**src/rtl/cordic_iterative.sv**
```systemverilog
// Folded CORDIC engine: one micro-rotation datapath reused N_ITR times per sample,
// run-time rotation/vectoring select, tag pass-through, saturated x/y outputs.
module cordic_iterative #(
  parameter int W_NIO = 16,
  parameter int W_CAL = 32,
  parameter int N_ITR = 16,
  parameter int W_TAG = 4
) (
  input  logic                    clk,
  input  logic                    rst,
  input  logic                    in_vld,
  output logic                    in_rdy,
  input  logic                    in_mode,
  input  logic signed [W_NIO-1:0] in_x,
  input  logic signed [W_NIO-1:0] in_y,
  input  logic signed [W_NIO-1:0] in_z,
  input  logic        [W_TAG-1:0] in_tag,
  output logic                    out_vld,
  input  logic                    out_rdy,
  output logic signed [W_NIO-1:0] out_x,
  output logic signed [W_NIO-1:0] out_y,
  output logic signed [W_NIO-1:0] out_z,
  output logic        [W_TAG-1:0] out_tag
);

  localparam int WI = W_CAL + 2;
  localparam int CW = (N_ITR > 1) ? $clog2(N_ITR) : 1;

  localparam logic [2:0] S_IDLE  = 3'd0;
  localparam logic [2:0] S_LOAD  = 3'd1;
  localparam logic [2:0] S_SCALE = 3'd2;
  localparam logic [2:0] S_ITER  = 3'd3;
  localparam logic [2:0] S_FINAL = 3'd4;
  localparam logic [2:0] S_DONE  = 3'd5;

  // Angle table entry: atan(2^-i)/pi with 1.0 at bit W_CAL-1, evaluated at elaboration.
  function automatic logic signed [WI-1:0] atan_ent(input int i);
    real                     p;
    real                     r;
    longint                  v;
    logic signed [WI+63:0]   w;
    int                      sh;
    p = 1.0;
    for (int k = 0; k < i; k++) p = p / 2.0;
    r = $atan(p) / 3.14159265358979323846;
    v = longint'(r * 4611686018427387904.0);
    w = (WI+64)'(v);
    if (W_CAL >= 63) begin
      sh = W_CAL - 63;
      w  = w <<< sh;
    end else begin
      sh = 63 - W_CAL;
      w  = (w + ((WI+64)'(1) <<< (sh - 1))) >>> sh;
    end
    return w[WI-1:0];
  endfunction

  function automatic logic signed [WI-1:0] widen(input logic signed [W_NIO-1:0] v);
    return {{2{v[W_NIO-1]}}, v, {(W_CAL-W_NIO){1'b0}}};
  endfunction

  // Shift-add CORDIC gain compensation, K ~= 0.607253.
  function automatic logic signed [WI-1:0] scale_k(input logic signed [WI-1:0] v);
    return (v >>> 1) + (v >>> 3) - (v >>> 6) - (v >>> 9) - (v >>> 12)
         + (v >>> 14) + (v >>> 16) - (v >>> 20);
  endfunction

  // Floor-truncate to W_NIO bits, clamping anything the guard bits say is out of range.
  function automatic logic signed [W_NIO-1:0] sat_trunc(input logic signed [WI-1:0] v);
    logic signed [W_NIO+1:0] t;
    t = v[WI-1 -: W_NIO+2];
    if (t[W_NIO+1:W_NIO-1] == 3'b000 || t[W_NIO+1:W_NIO-1] == 3'b111)
      return t[W_NIO-1:0];
    else if (t[W_NIO+1])
      return {1'b1, {(W_NIO-1){1'b0}}};
    else
      return {1'b0, {(W_NIO-1){1'b1}}};
  endfunction

  logic [2:0]              state;
  logic [CW-1:0]           cnt;
  logic                    mode_p0;
  logic signed [W_NIO-1:0] x_p0, y_p0, z_p0;
  logic [W_TAG-1:0]        tag_p0;
  logic                    inv_p1, pi_add_p1;
  logic signed [WI-1:0]    x_p1, y_p1, z_p1;
  logic signed [WI-1:0]    e_tab [N_ITR];

  for (genvar g = 0; g < N_ITR; g++) begin : g_etab
    assign e_tab[g] = atan_ent(g);
  end

  logic                    z_flip;
  logic signed [W_NIO-1:0] z_fix;
  logic signed [WI-1:0]    x_sh, y_sh, x_fin, y_fin;
  logic                    dir;
  logic                    accept;

  assign in_rdy  = (state == S_IDLE) || (state == S_DONE && out_rdy);
  assign out_vld = (state == S_DONE);
  assign accept  = in_vld && in_rdy;

  always_comb begin
    z_flip = z_p0[W_NIO-1] ^ z_p0[W_NIO-2];
    z_fix  = z_flip ? {z_p0[W_NIO-2], z_p0[W_NIO-2:0]} : z_p0;
    x_sh   = x_p1 >>> cnt;
    y_sh   = y_p1 >>> cnt;
    dir    = mode_p0 ? y_p1[WI-1] : ~z_p1[WI-1];
    x_fin  = inv_p1 ? -x_p1 : x_p1;
    y_fin  = inv_p1 ? -y_p1 : y_p1;
  end

  always_ff @(posedge clk or posedge rst) begin
    if (rst) begin
      state     <= S_IDLE;
      cnt       <= '0;
      mode_p0   <= 1'b0;
      x_p0      <= '0;
      y_p0      <= '0;
      z_p0      <= '0;
      tag_p0    <= '0;
      inv_p1    <= 1'b0;
      pi_add_p1 <= 1'b0;
      x_p1      <= '0;
      y_p1      <= '0;
      z_p1      <= '0;
      out_x     <= '0;
      out_y     <= '0;
      out_z     <= '0;
      out_tag   <= '0;
    end else begin
      case (state)
        // Accept: capture raw inputs; DONE with a fresh accept reloads without a bubble.
        S_IDLE, S_DONE: begin
          if (accept) begin
            state   <= S_LOAD;
            mode_p0 <= in_mode;
            x_p0    <= in_x;
            y_p0    <= in_y;
            z_p0    <= in_z;
            tag_p0  <= in_tag;
          end else if (state == S_DONE && out_rdy) begin
            state <= S_IDLE;
          end
        end
        // LOAD: fold the input into the convergence range of the micro-rotations.
        S_LOAD: begin
          state <= S_SCALE;
          if (mode_p0) begin
            inv_p1    <= 1'b0;
            pi_add_p1 <= x_p0[W_NIO-1];
            x_p1      <= x_p0[W_NIO-1] ? -widen(x_p0) : widen(x_p0);
            y_p1      <= x_p0[W_NIO-1] ? -widen(y_p0) : widen(y_p0);
            z_p1      <= '0;
          end else begin
            inv_p1    <= z_flip;
            pi_add_p1 <= 1'b0;
            x_p1      <= widen(x_p0);
            y_p1      <= widen(y_p0);
            z_p1      <= widen(z_fix);
          end
        end
        // SCALE: pre-compensate the CORDIC gain.
        S_SCALE: begin
          state <= S_ITER;
          cnt   <= '0;
          x_p1  <= scale_k(x_p1);
          y_p1  <= scale_k(y_p1);
        end
        // ITER: one micro-rotation per cycle, both updates from the previous x/y.
        S_ITER: begin
          if (dir) begin
            x_p1 <= x_p1 - y_sh;
            y_p1 <= y_p1 + x_sh;
            z_p1 <= z_p1 - e_tab[cnt];
          end else begin
            x_p1 <= x_p1 + y_sh;
            y_p1 <= y_p1 - x_sh;
            z_p1 <= z_p1 + e_tab[cnt];
          end
          if (cnt == CW'(N_ITR - 1)) begin
            cnt   <= '0;
            state <= S_FINAL;
          end else begin
            cnt <= cnt + 1'b1;
          end
        end
        // FINAL: undo the range folding and register the results.
        S_FINAL: begin
          state   <= S_DONE;
          out_x   <= sat_trunc(x_fin);
          out_y   <= sat_trunc(y_fin);
          out_z   <= {z_p1[W_CAL-1] ^ pi_add_p1, z_p1[W_CAL-2 -: W_NIO-1]};
          out_tag <= tag_p0;
        end
        default: state <= S_IDLE;
      endcase
    end
  end

endmodule

```
**config.mk**
```make
export PLATFORM = sky130hd
export DESIGN_NAME = cordic_iterative
export DESIGN_NICKNAME = d
export VERILOG_FILES = /design/src/rtl/cordic_iterative.sv
export SDC_FILE = /design/constraint.sdc
export NUM_CORES = 2
export LEC_CHECK = 0
export ABC_AREA = 1
export ABC_CLOCK_PERIOD_IN_PS = 9270
export CAP_MARGIN = 20
export CORE_MARGIN = 2
export CORE_UTILIZATION = 40
export DETAILED_ROUTE_END_ITERATION = 6
export PLACE_DENSITY = 0.63
export SETUP_SLACK_MARGIN = 0.2
export SLEW_MARGIN = 10
export SYNTH_ARGS = -nofsm -noshare
export SYNTH_HDL_FRONTEND = slang
export SYNTH_SLANG_ARGS = --single-unit
```
**constraint.sdc**
```tcl
create_clock -name clk -period 9.27 [get_ports clk]
set_input_delay 1.854 -clock clk [delete_from_list [all_inputs] [get_ports clk]]
set_output_delay 1.854 -clock clk [all_outputs]
set_load 0.01 [all_outputs]
```
**After elaboration in Yosys (flattened, before gate mapping)**

Memories as Yosys holds them, arrays and structs flattened.
Index checks and enable logic that the tools add are counted.

- Register bits: 216
- ROM bits: 544
- Input port bits: 57
- Output and inout bits: 54
- Word-level logic and storage cells: 102
- Memories: 1

Memories:

| memory | words | bits a word | rd ports | clocked after Yosys merged registers in | write ports | RTL line | RTL |
|---|---|---|---|---|---|---|---|
| (no name shown) | 16 | 34 | 1 | 0 | 0 | 179 | `z_p1 <= z_p1 + e_tab[cnt];` |

- Add/subtract/negate cells: 25
- Order comparisons: 1
- Equal/unequal tests: 10
- Shift-type cells: 2
- Multiplexer cells: 29
- Bitwise gates (word level): 4
- Reduce and logical (&&, ||, !) cells: 14

Operators with widths:

| operator | count |
|---|---|
| two-way mux 34 bit | 12 |
| one-hot mux 34 bit (3 select lines) | 2 |
| adder 34 bit | 3 |
| subtractor 34 bit | 3 |
| two-way mux 16 bit | 5 |
| adder 33 x 31 -> 34 bit | 2 |
| adder 34 x 18 -> 34 bit | 2 |
| adder 34 x 20 -> 34 bit | 2 |
| negator 32 -> 34 bit | 2 |
| negator 34 bit | 2 |
| one-hot mux 34 bit (2 select lines) | 1 |
| >>> shifter 34 x 4 -> 34 bit | 2 |
| subtractor 34 x 14 -> 34 bit | 2 |
| subtractor 34 x 22 -> 34 bit | 2 |
| subtractor 34 x 25 -> 34 bit | 2 |
| subtractor 34 x 28 -> 34 bit | 2 |
| one-hot mux 3 bit (5 select lines) | 1 |
| equality test 3 bit, second input constant | 4 |
| logical NOT 3 bit | 3 |
| two-way mux 3 bit | 3 |
| one-hot mux 4 bit (2 select lines) | 1 |
| equality test 3 x 2 -> 1 bit, second input constant | 2 |
| greater-or-equal comparator 5 bit, second input constant | 1 |
| inverter 4 -> 5 bit | 1 |
| other kinds (15) | 23 |

**Longest topological paths before layout**

- Depth in word-level cells: 8
- Gate-level depth with buffers: 34
- Mapped depth without buffers: 33

**Least setup slack after synthesis**

OpenSTA, ideal clock, no wires.

- Path type: register -> register
- Start: register x_p1[33]
- End: register x_p1[32]
- Data arrival time: 5.319 ns
- Slack: 3.831 ns
- Cell stages (with the launch flop): 20
- Buffers on the path: 1
- Period minus slack after synthesis: 5.439 ns
- Path through: dfrtp_1 > clkbuf_1 > inv_1 > fa_1 > fa_1 > fa_1 > inv_1 > fa_1 > inv_1 > ha_1 > nand2_1 > nor4_1 > nand3_1 > nand3_1 > a21oi_1 > or2_2 > nand3_1 > nand3_1 > o21ai_0 > inv_1

- Cells in the longest elaborated chain, start to end: 8

Ends and longest elaborated chain:

| item | RTL line | RTL |
|---|---|---|
| start: declaration | 86 | `logic signed [WI-1:0] x_p1, y_p1, z_p1;` |
| start signal: assignment | 152 | `x_p1 <= x_p0[W_NIO-1] ? -widen(x_p0) : widen(x_p0);` |
| start signal: assignment | 158 | `x_p1 <= widen(x_p0);` |
| start signal: assignment | 167 | `x_p1 <= scale_k(x_p1);` |
| adder 33 x 31 -> 34 bit | 64 | `return (v >>> 1) + (v >>> 3) - (v >>> 6) - (v >>> 9) - (v >>> 12)` |
| subtractor 34 x 28 -> 34 bit | 64 |  |
| subtractor 34 x 25 -> 34 bit | 64 |  |
| subtractor 34 x 22 -> 34 bit | 64 |  |
| adder 34 x 20 -> 34 bit | 65 | `+ (v >>> 14) + (v >>> 16) - (v >>> 20);` |
| adder 34 x 18 -> 34 bit | 65 |  |
| subtractor 34 x 14 -> 34 bit (*) | 65 |  |
| one-hot mux 34 bit (3 select lines) (*) | 132 | `case (state)` |

Every way passes the cells marked *; elsewhere a longest branch is shown, timed or not.
A chain may end at the register's enable or synchronous reset.

**Worst setup path after layout**

- Start: register cnt[0]
- End: register x_p1[26]

- Cells in the longest elaborated chain, start to end: 4
- Elaborated cells on any way between the ends: 5

Ends and longest elaborated chain:

| item | RTL line | RTL |
|---|---|---|
| start: declaration | 81 | `logic [CW-1:0] cnt;` |
| start signal: assignment | 185 | `cnt <= cnt + 1'b1;` |
| >>> shifter 34 x 4 -> 34 bit (*) | 107 | `y_sh = y_p1 >>> cnt;` |
| adder 34 bit / subtractor 34 bit (equally long branches) | 177, 173 |  |
| two-way mux 34 bit (*) | 172 | `if (dir) begin` |
| one-hot mux 34 bit (3 select lines) (*) | 132 |  |
| end signal: assignment | 167 |  |
| end signal: assignment | 173 | `x_p1 <= x_p1 - y_sh;` |
| end signal: assignment | 177 | `x_p1 <= x_p1 + y_sh;` |

Marked as above.

==> results by group <==
Status
  – Status: complete, no violations

Placement
  – HPWL after DPL: 93300 um
  – Port bufs: 110
  – Worst slack at placement: 3.39 ns
  – Placed Area: 36200 sq um
  – Placer Congestion: 0.974

Floorplan
  – Ports: 111
  – Die span in x: 295 um
  – # rows: 106
  – Starting Density: 0.405
  – Total die area: 87100 sq um
  – Die height: 295 um
  – Core Box Area: 83800 sq um

Synthesis
  – Ys Warns: 0
  – Synthesized instance count: 4901
  – Dominant synthesized flop cell: dfrtp_1
  – Synth top area share: 0.188
  – Synth Register Bits: 216
  – Asr flop ratio synth: 1.00
  – Synth area leaders: fa_1 19%, dfrtp_1 16%, nand2_1 13%, inv_1 8.2%, ha_1 8.1%
  – EDFF count, synth: 0
  – Post-synthesis cell type count: 57
  – Synth Net Count: 5496
  – Synth Area per Inst: 6.92 sq um
  – Part of the Yosys area used for sequential elements: 0.159
  – Area leader, netlist: fa_1
  – Synthesized area: 33900 sq um

GRT
  – Total track usage: 0.273
  – First-pass GRT wire length: 186000 um
  – Initial antenna violation count: 3
  – Largest net degree at the start of global routing: 97
  – Vias in the first global route: 32700
  – Congestion Overflow GR: 0

Clock tree
  – Clock tree buffer depth: 3
  – Clock Sinks: 216
  – Root buffer cell: clkbuf_16
  – CTS tree: done
  – Worst-path clk slew: 0.07 ns
  – # H-tree levels: 1
  – Post-CTS sizing: 0
  – Clock Latency Late Sink: 0.62 ns
  – Post-cts hold buffer count: 0
  – TritonCTS buffer count: 29
  – Post-CTS Setup Bufs: 0

Routing
  – Final ANT Viol Nets: 0
  – DRC: 0
  – Drt initial violations: 3284
  – WL/cell: 19.5 um
  – Total number of vias: 33500
  – Pre-antenna DRT Iters: 6
  – Vias per Instance: 5.50
  – DRT Wirelength: 119000 um

Worst hold path
  – Worst Hold Class: flip-flop to flip-flop

Timing
  – RSZ-0062 raised after global routing: no
  – Worst relative slew slack: 0.159
  – Final slew viol count: 0
  – Worst Clk Skew: 0.0413 ns
  – Final min period: 6.05 ns
  – Setup Viol. Count Final: 0
  – Final Hold Vio Count: 0
  – Fin crit share: 0.652
  – Setup TNS Final: 0 ns
  – Fmax: 165 MHz
  – Worst setup margin: 3.22 ns
  – Worst slew pin tran: 1.25 ns

Worst setup path
  – Crit. End Element: flip-flop
  – Setup crit start kind: flip-flop
  – Crit path kind: flip-flop to flip-flop
  – CP Data Arrival Time: 6.55 ns
  – Required time worst endpoint: 9.78 ns
  – Slowest CP cell: buf_4
  – Crit Path Max Fanout: 76
  – CP most frequent cell: nand2_1
  – Worst path max stage delay: 0.65 ns

Finish
  – Antenna cell count: 0
  – Nets: 5544
  – Area Growth Syn to Fin: 9.69%
  – Share of cells above drive strength 1: 0.0467
  – Post-route cell area: 37200 sq um

Run
  – Maxcap violations: 0
==> area by class of cell <==
class                      instances  area [sq um]
multi-input combinational       3780         25000
sequential                       216          5410
tap                             1134          1420
clock buffer                      38           800
clock inverter                    14           225
inverter                         758          2860
timing repair buffer             164          1510
fill                            8894         46600
==> final timing paths <==
path | to | startpoint | cells after the start | slack [ns]
setup / recovery | x_p1[26]$_DFFE_PP0P_ | cnt[0]$_DFFE_PP0N_ | 31 | 3.22
hold / removal | out_z[3]$_DFFE_PP0P_ | out_z[3]$_DFFE_PP0P_ | 2 | 0.47
setup reg to reg | x_p1[26]$_DFFE_PP0P_ | cnt[0]$_DFFE_PP0N_ | 31 | 3.22
hold reg to reg | out_z[3]$_DFFE_PP0P_ | out_z[3]$_DFFE_PP0P_ | 2 | 0.47
max in group asynchronous | x_p1[11]$_DFFE_PP0P_ | rst | 3 | 6.05
min in group asynchronous | z_p1[7]$_DFFE_PP0P_ | rst | 2 | 1.79
==> state kept, by name, indices dropped and copies added (netlist names), 16 cells and up <==
| name | cells |
|---|---|
| out_x | 16 |
| y_p0 | 16 |
| x_p1 | 34 |
| out_z | 16 |
| x_p0 | 16 |
| z_p0 | 16 |
| y_p1 | 34 |
| z_p1 | 34 |
| out_y | 16 |
==> routing by layer <==
layer	GRT usage	vias to the layer above	share of wire
li1	-	16000	-
met5	0	-	0.00014
met4	0.0945	2	0.038
met2	0.447	1187	0.46
met1	0.372	16200	0.43
met3	0.0363	212	0.070
==> worst max-delay path: cells and delay by family, from the launching register on <==
kind / cells / cell delay (ns)
AND/OR/NAND/NOR: 20 / 2.58
AO/OA/AOI/OAI: 3 / 0.86
adder cells (fa/ha/maj): 2 / 0.62
flip-flops: 1 / 0.34
XOR/XNOR: 1 / 0.08
buffers and inverters: 5 / 1.39
==> kinds of logic after synthesis <==
| kind of cell | synth area share |
|---|---|
| AND/OR/NAND/NOR | 0.280 |
| buffers and inverters | 0.105 |
| AO/OA/AOI/OAI | 0.144 |
| adder cells (fa/ha/maj) | 0.269 |
| flip-flops | 0.159 |
| XOR/XNOR | 0.0434 |
==> placed cells by master, fill, tap and decap left out, types with 36 or more instances in the layout <==
cell type,count
xnor2_1,43
fa_1,319
dfrtp_1,212
nand3_1,470
ha_1,219
inv_1,740
clkdlybuf4s50_1,110
a31oi_1,41
a21oi_1,331
nor3_1,60
or2_2,45
nor2_1,338
o21ai_0,344
buf_4,54
nand2_1,1147
xor2_1,125
nand4_1,36
==> cells in the mapped netlist (11+ instances only) <==
cell type  instances
a21o_1            29
a21oi_1          331
a31oi_1           41
buf_1             11
buf_2             39
buf_6             11
clkbuf_1          80
dfrtp_1          216
fa_1             319
ha_1             219
inv_1            743
inv_2             13
nand2_1         1148
nand2_2           11
nand3_1          470
nand3b_1          16
nand4_1           36
nor2_1           341
nor2_2            12
nor3_1            60
nor4_1            18
o211ai_1          22
o21a_1            11
o21ai_0          345
o21ai_1           19
o21bai_1          20
or2_2             45
xnor2_1           43
xor2_1           125
==> stage by stage <==
| step | hold slack [ns] | std cells | util |
|---|---|---|---|
| floorplan | 0.449 | 4901 | - |
| global placement | 0.457 | 6052 | 0.432 |
| detailed placement | 0.458 | 6052 | 0.432 |
| CTS | 0.473 | 6104 | 0.444 |
| global route | 0.492 | 6104 | 0.444 |
| finish | 0.469 | 6104 | 0.444 |
Power is not shown: default switching activity piles up to over one toggle a cycle in this logic, so the estimate is an artifact.
